===== src/rtl/gs_raw_packer_pkg.sv =====
// gs_pkg: shared definitions for the raw-sample packer and its neighbours.
//   gsState_t          output FSM state encoding
//   HDR_MAGIC_DEFAULT  default header tag byte
//   ENTRY_W            width of one buffered entry {last, sample}
package gs_pkg;

  typedef enum logic [2:0] {
    IDLE,
    HEADER,
    LO,
    HI,
    TRAILER
  } gsState_t;

  localparam logic [7:0] HDR_MAGIC_DEFAULT = 8'hA5;
  localparam int         ENTRY_W           = 17;

endpackage


===== src/rtl/gs_raw_packer_if.sv =====
// gs_raw_packer_if: write port towards the host-bound read FIFO.
//   iHost_full     host FIFO is full (driven by the host side)
//   oHost_wren     write enable into the host FIFO
//   o32Host_wdata  32-bit word written into the host FIFO
// master = packer side, slave = host FIFO side.
interface gs_raw_packer_if;

  logic        iHost_full;
  logic        oHost_wren;
  logic [31:0] o32Host_wdata;

  modport master (input iHost_full, output oHost_wren, output o32Host_wdata);
  modport slave  (output iHost_full, input oHost_wren, input o32Host_wdata);

endinterface


===== src/rtl/gs_sync_fifo.sv =====
// gs_sync_fifo: single-clock show-ahead FIFO.
//   iClk, iReset   clock and synchronous active-high reset
//   iPush, iData   write request and data (ignored while full)
//   iPop           read request (ignored while empty)
//   oData          head entry, valid whenever oEmpty is low
//   oEmpty, oFull  status flags
//   oCount         current occupancy, 0..DEPTH
// DEPTH must be a power of two so the pointers wrap naturally.
module gs_sync_fifo #(
  parameter int WIDTH = 17,
  parameter int DEPTH = 128
) (
  input  logic                   iClk,
  input  logic                   iReset,
  input  logic                   iPush,
  input  logic [WIDTH-1:0]       iData,
  input  logic                   iPop,
  output logic [WIDTH-1:0]       oData,
  output logic                   oEmpty,
  output logic                   oFull,
  output logic [$clog2(DEPTH):0] oCount
);

  localparam int AW = $clog2(DEPTH);

  logic [WIDTH-1:0] mem [DEPTH];
  logic [AW-1:0]    wrPtr;
  logic [AW-1:0]    rdPtr;
  logic [AW:0]      count;
  logic             doPush;
  logic             doPop;

  assign doPush = iPush & ~oFull;
  assign doPop  = iPop & ~oEmpty;

  // Pointer and occupancy bookkeeping; a simultaneous push and pop leaves the count unchanged.
  always_ff @(posedge iClk) begin
    if (iReset) begin
      wrPtr <= '0;
      rdPtr <= '0;
      count <= '0;
    end else begin
      if (doPush) wrPtr <= wrPtr + 1'b1;
      if (doPop)  rdPtr <= rdPtr + 1'b1;
      case ({doPush, doPop})
        2'b10:   count <= count + 1'b1;
        2'b01:   count <= count - 1'b1;
        default: count <= count;
      endcase
    end
  end

  // Storage is not reset; the pointers alone define what is valid.
  always_ff @(posedge iClk) begin
    if (doPush) mem[wrPtr] <= iData;
  end

  assign oData  = mem[rdPtr];
  assign oEmpty = (count == '0);
  assign oFull  = (count == (AW+1)'(DEPTH));
  assign oCount = count;

endmodule


===== src/rtl/gs_raw_packer.sv =====
// gs_raw_packer: packs 16-bit raw samples into 32-bit host words and frames
// each acquisition with a header and a checksum trailer.
//   iClk, iReset      clock and synchronous active-high reset
//   iWriteRawSignal   raw-sample strobe, one contiguous run per frame
//   i16RawSignal      raw sample, valid while the strobe is high
//   i8SignSelec       signal id, latched on the strobe rising edge
//   host              write port to the host read FIFO (master side)
//   oOverflow         sticky: a sample was dropped
//   oBusy             a frame is in progress on either side
module gs_raw_packer
  import gs_pkg::*;
#(
  parameter int         BUF_DEPTH = 128,
  parameter int         FRAME_LEN = 67,
  parameter logic [7:0] HDR_MAGIC = HDR_MAGIC_DEFAULT
) (
  input  logic              iClk,
  input  logic              iReset,
  input  logic              iWriteRawSignal,
  input  logic [15:0]       i16RawSignal,
  input  logic [7:0]        i8SignSelec,
  gs_raw_packer_if.master   host,
  output logic              oOverflow,
  output logic              oBusy
);

  localparam int             CW          = $clog2(BUF_DEPTH) + 1;
  localparam logic [CW-1:0]  RESERVE_LIM = CW'(BUF_DEPTH - 1);

  logic               regValid;
  logic [15:0]        regSample;
  logic [7:0]         pendSel;
  logic               overflow;
  logic               rising;
  logic               pushLast;
  logic               pushOk;
  logic [ENTRY_W-1:0] fifoIn;
  logic [ENTRY_W-1:0] fifoOut;
  logic               fifoEmpty;
  logic               fifoFull;
  logic [CW-1:0]      occ;
  logic               pop;

  gsState_t    state, stateNext;
  logic [31:0] wordReg, wordNext;
  logic        validReg, validNext;
  logic [15:0] loHalf, loHalfNext;
  logic        lastPend, lastPendNext;
  logic [15:0] count, countNext;
  logic [15:0] sum, sumNext;
  logic        wren;
  logic        entLast;
  logic [15:0] entSample;

  // The registered sample is the last of its run when the strobe has already dropped.
  // Non-last samples may not take the final slot, so the frame terminator always fits.
  assign rising   = iWriteRawSignal & ~regValid;
  assign pushLast = ~iWriteRawSignal;
  assign pushOk   = regValid & (pushLast ? ~fifoFull : (occ < RESERVE_LIM));
  assign fifoIn   = {pushLast, regSample};

  // Input capture, pending sign select for the next header, sticky drop flag.
  always_ff @(posedge iClk) begin
    if (iReset) begin
      regValid  <= 1'b0;
      regSample <= '0;
      pendSel   <= '0;
      overflow  <= 1'b0;
    end else begin
      regValid  <= iWriteRawSignal;
      regSample <= i16RawSignal;
      if (rising) pendSel <= i8SignSelec;
      if (regValid && !pushOk) overflow <= 1'b1;
    end
  end

  gs_sync_fifo #(
    .WIDTH(ENTRY_W),
    .DEPTH(BUF_DEPTH)
  ) uBuf (
    .iClk   (iClk),
    .iReset (iReset),
    .iPush  (pushOk),
    .iData  (fifoIn),
    .iPop   (pop),
    .oData  (fifoOut),
    .oEmpty (fifoEmpty),
    .oFull  (fifoFull),
    .oCount (occ)
  );

  assign entLast   = fifoOut[ENTRY_W-1];
  assign entSample = fifoOut[15:0];

  // State register together with the held output word and frame arithmetic.
  always_ff @(posedge iClk) begin
    if (iReset) begin
      state    <= IDLE;
      wordReg  <= '0;
      validReg <= 1'b0;
      loHalf   <= '0;
      lastPend <= 1'b0;
      count    <= '0;
      sum      <= '0;
    end else begin
      state    <= stateNext;
      wordReg  <= wordNext;
      validReg <= validNext;
      loHalf   <= loHalfNext;
      lastPend <= lastPendNext;
      count    <= countNext;
      sum      <= sumNext;
    end
  end

  // Next-state logic. A valid word only moves on when it is actually written;
  // with no valid word, LO/HI pop the buffer as soon as it has an entry.
  always_comb begin
    stateNext    = state;
    wordNext     = wordReg;
    validNext    = validReg;
    loHalfNext   = loHalf;
    lastPendNext = lastPend;
    countNext    = count;
    sumNext      = sum;
    pop          = 1'b0;
    case (state)
      IDLE: begin
        if (!fifoEmpty) begin
          stateNext = HEADER;
          wordNext  = {HDR_MAGIC, pendSel, 16'(FRAME_LEN)};
          validNext = 1'b1;
        end
      end
      HEADER: begin
        if (wren) begin
          stateNext = LO;
          validNext = 1'b0;
          countNext = '0;
          sumNext   = '0;
        end
      end
      LO: begin
        if (validReg) begin
          if (wren) begin
            stateNext = TRAILER;
            wordNext  = {count, sum};
          end
        end else if (!fifoEmpty) begin
          pop       = 1'b1;
          countNext = count + 16'd1;
          sumNext   = sum + entSample;
          if (entLast) begin
            wordNext  = {16'h0000, entSample};
            validNext = 1'b1;
          end else begin
            loHalfNext = entSample;
            stateNext  = HI;
          end
        end
      end
      HI: begin
        if (validReg) begin
          if (wren) begin
            if (lastPend) begin
              stateNext = TRAILER;
              wordNext  = {count, sum};
            end else begin
              stateNext = LO;
              validNext = 1'b0;
            end
          end
        end else if (!fifoEmpty) begin
          pop          = 1'b1;
          countNext    = count + 16'd1;
          sumNext      = sum + entSample;
          wordNext     = {entSample, loHalf};
          validNext    = 1'b1;
          lastPendNext = entLast;
        end
      end
      TRAILER: begin
        if (wren) begin
          stateNext = IDLE;
          validNext = 1'b0;
        end
      end
      default: begin
        stateNext = IDLE;
        validNext = 1'b0;
      end
    endcase
  end

  // Outputs; the write strobe is qualified combinationally by host back-pressure.
  always_comb begin
    wren               = validReg & ~host.iHost_full;
    host.oHost_wren    = wren;
    host.o32Host_wdata = wordReg;
    oOverflow          = overflow;
    oBusy              = (state != IDLE) | ~fifoEmpty | regValid;
  end

endmodule

===== src/flat_wrapper.sv =====
// flat-port wrapper written by rule: the top's interface ports become plain ports
module gs_raw_packer_flat import gs_pkg::*;
#(
  parameter int         BUF_DEPTH = 128,
  parameter int         FRAME_LEN = 67,
  parameter logic [7:0] HDR_MAGIC = HDR_MAGIC_DEFAULT
)
  (iClk, iReset, iWriteRawSignal, i16RawSignal, i8SignSelec, oOverflow, oBusy, host_iHost_full, host_oHost_wren, host_o32Host_wdata);
  gs_raw_packer_if host_i ();
  input  logic iClk;
  input  logic iReset;
  input  logic iWriteRawSignal;
  input  logic [15:0] i16RawSignal;
  input  logic [7:0] i8SignSelec;
  output logic oOverflow;
  output logic oBusy;
  input wire logic [$bits(host_i.iHost_full)-1:0] host_iHost_full;
  output wire logic [$bits(host_i.oHost_wren)-1:0] host_oHost_wren;
  output wire logic [$bits(host_i.o32Host_wdata)-1:0] host_o32Host_wdata;
  assign host_i.iHost_full = host_iHost_full;
  assign host_oHost_wren = host_i.oHost_wren;
  assign host_o32Host_wdata = host_i.o32Host_wdata;
  gs_raw_packer #(.BUF_DEPTH(BUF_DEPTH), .FRAME_LEN(FRAME_LEN), .HDR_MAGIC(HDR_MAGIC)) u_core (.iClk(iClk), .iReset(iReset), .iWriteRawSignal(iWriteRawSignal), .i16RawSignal(i16RawSignal), .i8SignSelec(i8SignSelec), .host(host_i), .oOverflow(oOverflow), .oBusy(oBusy));
endmodule

===== config.mk =====
export PLATFORM = sky130hd
export DESIGN_NAME = gs_raw_packer_flat
export DESIGN_NICKNAME = d
export VERILOG_FILES = /design/src/rtl/gs_raw_packer_pkg.sv /design/src/rtl/gs_raw_packer_if.sv /design/src/rtl/gs_sync_fifo.sv /design/src/rtl/gs_raw_packer.sv /design/src/flat_wrapper.sv
export SDC_FILE = /design/constraint.sdc
export NUM_CORES = 2
export LEC_CHECK = 0
export BUFFER_PORTS_ARGS = -buffer_cell sky130_fd_sc_hd__buf_4
export CAP_MARGIN = 20
export CORE_ASPECT_RATIO = 2
export CORE_MARGIN = 10
export CORE_UTILIZATION = 45
export DETAILED_ROUTE_END_ITERATION = 16
export GPL_TIMING_DRIVEN = 0
export HOLD_SLACK_MARGIN = 0.02
export SETUP_SLACK_MARGIN = 0.3
export SLEW_MARGIN = 20
export SYNTH_ARGS = -nofsm -noshare
export SYNTH_HDL_FRONTEND = slang
export SYNTH_SLANG_ARGS = --single-unit

===== constraint.sdc =====
create_clock -name iClk -period 8.9 [get_ports iClk]
set_clock_uncertainty 0.1 [all_clocks]
set_input_delay 0.89 -clock iClk [delete_from_list [all_inputs] [get_ports iClk]]
set_output_delay 0.89 -clock iClk [all_outputs]
set_load 0.01 [all_outputs]

==> flow_summary.json <==
{
  "finalPower_mw": 22.56,
  "final.setup.worst_slack_ps": 85.02,
  "maxCapViolCount": 0,
  "tightestPinTransition_ps": 1287,
  "synth.yosys.warnings": 0,
  "synth_async_sr_flop_share_pct": 0,
  "global_route_total_overflow": 0,
  "portBuffers": 61,
  "flow.area_growth_from_synthesis_pct": 16.67,
  "routabilityCongestion": 1.082,
  "fmax_mhz": 113.4,
  "floorplan.rows": 232,
  "remaining_drc_errors": 0,
  "synth_most_common_cell": "sky130_fd_sc_hd__edfxtp_1",
  "timing.setup.tns_ps": 0,
  "share_clk_of_total_power_pct": 38.8,
  "final.min_clock_period_ps": 8815,
  "hold_violations": 0,
  "finalCritPeriodShare_pct": 99.04,
  "powerDensity_nw_per_um2": 213.6,
  "path_type_of_the_worst_min_delay_path": "input port to register",
  "postSynthRegisterBits": 2316,
  "core_um2": 200000,
  "p_leak_nw": 35.16,
  "critical_path_class": "register to register",
  "worst_slew_margin_rel_pct": 14.21,
  "post-dp-hpwl_um": 261600,
  "tritoncts": "built",
  "irDropWorstVdd_mv": 0.1449,
  "synth.top_cells.by_area": "sky130_fd_sc_hd__edfxtp_1 (72%), sky130_fd_sc_hd__mux4_2 (14%), sky130_fd_sc_hd__dfxtp_1 (3.1%)",
  "comb_power_share_pct": 7.8,
  "synth_edf_count": 2176,
  "maximum_clock_path_buffer_count": 4,
  "syn-instance-count": 4414,
  "placed_area_um2": 99170,
  "tritoncts_buffer_count": 200,
  "cts_setup_buffers": 0,
  "switchingPower_mw": 5.286,
  "post_route_cells_drive_above_1_share_pct": 28.74,
  "totalWireLength_um": 370800,
  "antenna_violations_before_repair": 29,
  "dominantRegCellSynth": "sky130_fd_sc_hd__edfxtp_1",
  "endpoint_kind": "register",
  "worst-path-max-fanout": 10,
  "later_pin_clock_latency_in_the_skew_report_ps": 880,
  "internal_power_mw": 17.27,
  "first_global_vias": 50160,
  "synth-seq-area-share_pct": 75.27,
  "first_iter_violations": 7778,
  "synth.distinct_cells": 73,
  "maximum_number_of_pins_on_one_net_before_global_route_repair": 99,
  "hold-worst-slack_ps": 145.8,
  "run_status": "completed",
  "yosysTopAreaCellShare_pct": 72.18,
  "detailed_router_iteration_count_before_antenna_repair": 7,
  "gr-usage-all-layers_pct": 33.64,
  "ctsHtreeMaxLevel": 4,
  "final-setup-viol-count": 0,
  "clockRootBuffer": "sky130_fd_sc_hd__clkbuf_16",
  "sort_of_element_at_the_start_of_the_critical_path": "register",
  "die_span_x_um": 337.2,
  "die_height_um": 654.3,
  "synth.net_count": 4469,
  "area_of_the_mapped_netlist_um2": 90530,
  "preCtsSetupSlack_ps": -1202,
  "min_from": "i16RawSignal[12]",
  "share_seq_of_total_power_pct": 53.4,
  "vias": 51650,
  "top_level_ports": 63,
  "floorplan.die_area_um2": 220600,
  "number_of_pins_exceeding_their_max_slew_limit_in_the_final_report": 0,
  "post_synth_most_frequent_cells": "sky130_fd_sc_hd__edfxtp_1 (2176), sky130_fd_sc_hd__mux4_2 (545), sky130_fd_sc_hd__nor2_1 (293)",
  "start_util_pct": 45.27,
  "cts_sinks": 2316,
  "clkTransAtPathRegs_ps": 70,
  "worst_ep_arrival_time_ps": 9430,
  "rsz_0062_raised_after_global_routing": "false",
  "routed_wire_length_per_instance_um": 48.83,
  "detail-route-antenna-nets": 0,
  "crit_required_ps": 9510,
  "synth_top_area_cell": "sky130_fd_sc_hd__edfxtp_1",
  "global_route_wire_length_before_repair_um": 480800,
  "nets": 4904,
  "net_switching_fraction_of_the_power_pct": 23.44,
  "postLayoutCellArea_um2": 105600,
  "syn_area_per_cell_um2": 20.51,
  "per_cell_via_count_in_the_routed_design": 6.802
}
-- power groups by stage --
stage	clock network, mW	logic, mW	registers (mW)
6_report	8.75	1.76	12.0
5_1_grt	9.15	1.80	12.0
4_1_cts	8.77	1.72	12.0
3_5_place_dp	0	1.72	12.3
3_3_place_gp	0	1.54	12.4
2_1_floorplan	0	0.830	12.3
-- cell type report --
class	instances	area, um^2
clock inverters	107	1041
well taps	2574	3221
flip-flops and latches	2316	68210
clock buffers	239	5202
fillers	15490	94380
multi-input cells	1834	22050
inverters	20	80.08
repair buffers	234	4303
plain buffers	243	1459
diodes	26	65.06
-- layer usage --
layer  GRT usage (%)  vias up  part of all wire, %
li1                -    19190                    -
met1           35.42    27140                   29
met2           54.41     4059                   48
met3           7.907     1243                  9.9
met4           33.05       10                   12
met5         0.02193        -                0.020
-- cells by family after synthesis --
group	Yosys count	share of synthesized area (%)
buffers and inverters	264	1.567
flip-flops	2316	75.27
AO/OA/AOI/OAI	373	2.944
XOR/XNOR	38	0.3676
multiplexers	788	16.41
adder cells (fa/ha/maj)	27	0.3897
AND/OR/NAND/NOR	608	3.046
-- critical path, cell delays in order (launching register included) --
cell and delay (ps):
sky130_fd_sc_hd__dfxtp_1 330, sky130_fd_sc_hd__buf_4 250, sky130_fd_sc_hd__buf_4 340, sky130_fd_sc_hd__buf_2 510
sky130_fd_sc_hd__buf_4 470, sky130_fd_sc_hd__buf_4 580, sky130_fd_sc_hd__clkbuf_2 480, sky130_fd_sc_hd__buf_16 240
sky130_fd_sc_hd__buf_2 660, sky130_fd_sc_hd__mux2i_4 570, sky130_fd_sc_hd__a22oi_1 300, sky130_fd_sc_hd__nand3_1 210
sky130_fd_sc_hd__nand4_1 460, sky130_fd_sc_hd__fa_1 650, sky130_fd_sc_hd__a21o_1 180, sky130_fd_sc_hd__a21o_1 210
sky130_fd_sc_hd__a2111oi_1 600, sky130_fd_sc_hd__nor3_1 200, sky130_fd_sc_hd__nor3_1 360, sky130_fd_sc_hd__o31ai_1 180
sky130_fd_sc_hd__xnor2_2 540, sky130_fd_sc_hd__o31ai_1 110
-- layout by cell type, fill, tap and decap left out, types with 20 or more instances in the layout --
| cell | instances |
|---|---|
| sky130_fd_sc_hd__a211oi_1 | 30 |
| sky130_fd_sc_hd__a21oi_1 | 52 |
| sky130_fd_sc_hd__a221oi_1 | 27 |
| sky130_fd_sc_hd__a22oi_1 | 55 |
| sky130_fd_sc_hd__buf_12 | 98 |
| sky130_fd_sc_hd__buf_16 | 66 |
| sky130_fd_sc_hd__buf_2 | 49 |
| sky130_fd_sc_hd__buf_4 | 140 |
| sky130_fd_sc_hd__buf_6 | 22 |
| sky130_fd_sc_hd__bufinv_16 | 20 |
| sky130_fd_sc_hd__clkbuf_1 | 92 |
| sky130_fd_sc_hd__clkbuf_16 | 201 |
| sky130_fd_sc_hd__clkbuf_2 | 36 |
| sky130_fd_sc_hd__clkinv_1 | 40 |
| sky130_fd_sc_hd__clkinv_2 | 29 |
| sky130_fd_sc_hd__dfxtp_1 | 124 |
| sky130_fd_sc_hd__diode_2 | 26 |
| sky130_fd_sc_hd__edfxtp_1 | 2176 |
| sky130_fd_sc_hd__ha_1 | 25 |
| sky130_fd_sc_hd__mux2_2 | 31 |
| sky130_fd_sc_hd__mux2i_1 | 201 |
| sky130_fd_sc_hd__mux4_2 | 545 |
| sky130_fd_sc_hd__nand2_1 | 100 |
| sky130_fd_sc_hd__nand3_1 | 50 |
| sky130_fd_sc_hd__nor2_1 | 164 |
| sky130_fd_sc_hd__nor2_4 | 128 |
| sky130_fd_sc_hd__nor2b_1 | 42 |
| sky130_fd_sc_hd__nor3_1 | 25 |
| sky130_fd_sc_hd__o21ai_0 | 29 |
| sky130_fd_sc_hd__o22ai_1 | 48 |
| sky130_fd_sc_hd__or3_1 | 20 |
-- registers in the layout, summed over array words and instances (netlist names), 3 cells and up, named ones only --
register,cells
u_core.count,16
u_core.uBuf.rdPtr,7
u_core.sum,16
u_core.state,3
u_core.loHalf,16
u_core.pendSel,8
u_core.uBuf.mem,2176
u_core.uBuf.oCount,8
u_core.host.o32Host_wdata,32
u_core.regSample,16
u_core.uBuf.wrPtr,7
-- metrics by stage --
stage               cells  util (%)
CTS                  7567     52.75
finish               7593     52.81
global route         7569     52.78
global placement     7049     47.10
detailed placement   7222     49.59
floorplan            4414         -
-- repair_timing --
item / 4_1_cts / 5_1_grt
resized for setup: 29 / 6
endpoints found under the setup margin: 7 / 4
hold buffers: 0 / 0
pin swaps: 1 / 0
-- final timing paths --
| path | slack [ps] | to | depth (start not counted) |
|---|---|---|---|
| max | 90 | u_core.sum[14]$_SDFFE_PP0P_ | 21 |
| min | 150 | u_core.regSample[12]$_SDFF_PP0_ | 2 |
| max reg2reg | 90 | u_core.sum[14]$_SDFFE_PP0P_ | 21 |
| min reg2reg | 370 | u_core.host.o32Host_wdata[5]$_SDFFE_PP0P_ | 1 |
No activity file was read; power rests on OpenSTA's default activity.
